[src/rtl/ram_output_collector.sv]
// Deskews the row-staggered result stream from the right edge of the systolic
// array into an NxN row-major RAM and serves it through an oe-gated read port.
module ram_output_collector #(
  parameter int DW  = 16,
  parameter int N   = 4,
  parameter int LAT = 0,
  parameter int AW  = 4
) (
  input  logic          clk,
  input  logic          rst_n,
  input  logic          start,
  input  logic [DW-1:0] d0,
  input  logic [DW-1:0] d1,
  input  logic [DW-1:0] d2,
  input  logic [DW-1:0] d3,
  input  logic [AW-1:0] addr_out,
  input  logic          oe,
  output logic [DW-1:0] q,
  output logic          busy,
  output logic          done
);

  localparam int DEPTH = N * N;
  localparam int CW    = $clog2(LAT + 2 * N);

  localparam logic [1:0] IDLE    = 2'd0;
  localparam logic [1:0] CAPTURE = 2'd1;
  localparam logic [1:0] DONE    = 2'd2;

  logic [1:0]    state;
  logic [CW-1:0] cnt;
  logic [DW-1:0] ram [DEPTH];
  logic [DW-1:0] lane [4];
  logic [N-1:0]  wr_en;
  logic [AW-1:0] wr_addr [N];
  int            t;

  assign lane[0] = d0;
  assign lane[1] = d1;
  assign lane[2] = d2;
  assign lane[3] = d3;

  // Lane k lags lane 0 by k cycles, so its column index is t-k.
  always_comb begin
    t = int'({1'b0, cnt}) - LAT;
    for (int k = 0; k < N; k++) begin
      wr_en[k]   = 1'b0;
      wr_addr[k] = '0;
      if (state == CAPTURE && (t - k) >= 0 && (t - k) < N) begin
        wr_en[k]   = 1'b1;
        wr_addr[k] = AW'(k * N + t - k);
      end
    end
  end

  // cnt holds in DONE, so it never wraps between passes.
  always_ff @(posedge clk or negedge rst_n) begin
    if (!rst_n) begin
      state <= IDLE;
      cnt   <= '0;
      done  <= 1'b0;
    end else begin
      case (state)
        CAPTURE: begin
          cnt <= cnt + 1'b1;
          if (t == 2 * N - 2) begin
            state <= DONE;
            done  <= 1'b1;
          end
        end
        default: begin
          if (start) begin
            state <= CAPTURE;
            cnt   <= '0;
            done  <= 1'b0;
          end
        end
      endcase
    end
  end

  always_ff @(posedge clk or negedge rst_n) begin
    if (!rst_n) begin
      for (int i = 0; i < DEPTH; i++) ram[i] <= '0;
    end else begin
      for (int k = 0; k < N; k++) begin
        if (wr_en[k]) ram[wr_addr[k]] <= lane[k];
      end
    end
  end

  assign busy = (state == CAPTURE);

  // Gating on DONE hides stale words while a new pass is overwriting them.
  assign q = (oe && state == DONE && {1'b0, addr_out} < (AW + 1)'(DEPTH)) ? ram[addr_out] : '0;

endmodule

[config.mk]
export PLATFORM = sky130hd
export DESIGN_NAME = ram_output_collector
export DESIGN_NICKNAME = d
export VERILOG_FILES = /design/src/rtl/ram_output_collector.sv
export SDC_FILE = /design/constraint.sdc
export NUM_CORES = 1
export LEC_CHECK = 0
export ABC_AREA = 1
export CAP_MARGIN = 20
export CELL_PAD_IN_SITES_DETAIL_PLACEMENT = 1
export CELL_PAD_IN_SITES_GLOBAL_PLACEMENT = 2
export CORE_MARGIN = 4
export CORE_UTILIZATION = 35
export CTS_CLUSTER_SIZE = 12
export DETAILED_ROUTE_END_ITERATION = 8
export PLACE_DENSITY_LB_ADDON = 0.1
export SYNTH_ARGS = -nofsm -noshare
export SYNTH_HDL_FRONTEND = slang
export SYNTH_SLANG_ARGS = --single-unit
[constraint.sdc]
create_clock -name clk -period 2.65 [get_ports clk]
set_clock_uncertainty 0.15 [all_clocks]
set_input_delay 0.3975 -clock clk [delete_from_list [all_inputs] [get_ports clk]]
set_output_delay 0.3975 -clock clk [all_outputs]
set_load 0.1 [all_outputs]
==> metrics.txt <==
largest net degree at the start of global routing=just over 60; status=finished, final reports clean; Yosys reg bits=around 260; CP Capture Type=output pin; routability cong.=approximately 0.86; CORE AREA=around 0.04 mm²; Cell Area, Synth=approximately 0.014 mm²; Buf/Inv on CP=1; clk_lat worst skew=0.54 ns; Non-Filler Instances=2559; share of cells above drive strength 1=11.21%; IO Count=90; Netlist cell types=33; WP data arrival=between 2 and 2.5 ns; Worst-path clk slew=approximately 0.050 ns; Max Clock Freq=approximately 0.38 GHz; P_leak=approximately 0.0083 µW; total track usage=approximately a quarter; DRT antenna net count=0; Area Growth Syn to Fin=24.01%; dominant cell type by area after synthesis=dfrtp_1; Slew @ Worst Pin=0.5065 ns; first-pass GRT wire length=89970 µm; maxcap violations=0; setup_tns=0 ns; Placed Area=0.01637 mm²; row count=73; Crit Path Class=reg2out; final worst path period need=about 2.6 ns; Max Slew Vio Count=0; Placed Instances=roughly 2500; PD cells=approximately 1200 mW/mm²; chip height=roughly 210 µm; htree depth=2; Synth top area share=a little under half; CP required=roughly 2.1 ns; most used flip-flop cell after synthesis=dfrtp_1; crit path cell chain=o21ai_1 > o211ai_1 > nand3_2 > a21oi_4 > buf_12; TritonCTS clock tree=done; Post-synth EDFFs=0; CP max FO=2; I/O Buffers=just under 90; Reg area=0.006535 mm²; hold_ws=approximately 0.23 ns; Tcrit/Tclk final=slightly below 100%; routed wire length=58010 µm; Diodes inserted=0; total CTS buffers=34; CTS Sinks=between 200 and 300; Post-Layout Inst Area=0.01768 mm²; Routed WL per cell=approximately 23 µm; Initial DRT Pass Iterations=5; Worst Hold Class=in2async; CTS max path bufs=3; Max VDD drop=0.5506 mV; final hold vios=0; slew margin rel.=between 60% and 70%; initial core utilization=35.64%; Area contributors post-synth=dfrtp_1 (46%), nand2_1 (13%), o21ai_0 (11%); Syn Area/Cell=between 7 and 8 µm²; clock root buffer=clkbuf_16; initial antenna violation count=0; delay-heaviest family, CP=compound AO/OA/AOI/OAI gates; drt drc=0; die span in x=209.8 µm; gr ovfl total=0; final setup fails=0; post-synthesis sequential area ratio=about 46%; vias per cell=5.455; RSZ-0062 raised after global routing=true; Slowest-stage cell, CP=o211ai_1; layout net count=2091; nature of the critical path startpoint=flip-flop; hpwl dp=40340 µm; routed via count=13960; Yosys Warn Count=0; ys async rst share=100.0%; multi-input logic area=around 0.0069 mm²; # fillers=roughly 4900; Post-Syn Instances=between 1500 and 2000; Post-Syn Nets=2018; Largest stage delay, worst path=roughly 0.44 ns; 1st-iter DRT viols=about 950; vias in the first global route=roughly 14000; die area=between 0.04 and 0.05 mm²
[flip-flops by register name, indices dropped and copies added, names as in the netlist]
register  count
cnt           3
ram         256
done          1
state         1
[cell usage in the layout (no fill, tap or decap), types with 2 or more instances in the layout]
cell type,netlist,routed
nand2_2,9,9
clkbuf_8,0,11
nor2_4,4,4
nand4_1,32,32
nand2_1,493,493
o211ai_1,49,49
buf_6,4,5
o21ai_0,309,301
dfrtp_1,261,260
clkbuf_1,71,7
nor2_1,190,190
nand3_1,193,182
inv_1,110,109
nor3_4,1,2
buf_4,4,60
buf_12,0,35
nor2_2,4,4
a21oi_1,97,81
ha_1,9,9
a21oi_4,0,16
clkbuf_16,0,39
o21ai_1,14,21
inv_2,9,9
clkdlybuf4s50_1,0,67
nand3_2,3,14
nand4_2,3,3
nand3_4,3,3
clkinv_2,0,5
[synth_stat cells (3+ instances only)]
cell,number
nand3_1,193
inv_2,9
buf_6,4
a21oi_1,97
nor2_1,190
inv_1,110
nand4_1,32
nand3_4,3
nand2_2,9
clkbuf_1,71
nand2_1,493
o21ai_0,309
nor2_4,4
buf_1,8
buf_2,48
buf_4,4
nand3_2,3
o21ai_1,14
dfrtp_1,261
nor2_2,4
nand4_2,3
ha_1,9
o211ai_1,49
[per-layer routing]
layer	GRT usage, %	routed length (µm)
met2	40.28	25960
met3	4.559	3116
met1	37.51	27280
met4	8.708	1654
met5	0	0
[final timing paths]
kind | from | to | slack [ns] | depth (start not counted)
max | ram[21] | q[5] | 0.04 | 5
min | rst_n | done | 0.23 | 2
max reg2reg | cnt[1] | ram[158] | 0.25 | 9
min reg2reg | ram[99] | ram[99] | 0.33 | 2
max in group asynchronous | rst_n | ram[113] | 1.36 | 3
min in group clk | ram[99] | ram[99] | 0.33 | 2
[layout make-up]
type                       count  share of cell area, %
tap                          525                  3.715
timing repair buffer         173                  11.30
sequential                   261                  36.96
clock inverter                 5                 0.1415
inverter                     119                  2.569
clock buffer                  55                  6.242
multi-input combinational   1421                  39.07
[power breakdown]
group	total, µW	internal (µW)	leakage (µW)	switching (µW)
registers	7260	6090	0.00311	1170
clock network	4690	2840	0.000563	1850
logic	9740	3170	0.00461	6570
[per-stage QoR]
stage | utilization, % | total power, µW | setup slack, ns
floorplan | - | 13630 | -0.09791
global placement | 40.91 | 16530 | -0.1288
detailed placement | 40.91 | 16930 | -0.1077
CTS | 43.94 | 21750 | -0.06119
global route | 44.20 | 23470 | -0.05395
finish | 44.20 | 21680 | 0.04063
[cell families (layout without fill, tap and decap cells)]
kind of cell | after synthesis | in the layout | share of synthesized area [%]
and+or+nand+nor | 941 | 941 | 28.52
DFF | 261 | 261 | 45.81
buffers and inverters | 255 | 352 | 7.459
AOI/OAI and AO/OA | 471 | 471 | 17.42
adders and majority gates | 9 | 9 | 0.7898
[what timing repair did]
item                                    CTS  global route
endpoints found under the setup margin   10            13
hold buffers                              1             0
pin swaps                                 4            23
endpoints found under the hold margin    47             0
gates cloned                              1             2
gates resized for setup                  10            20
buffers inserted                          0             1
(Power assumes the default switching activity.)
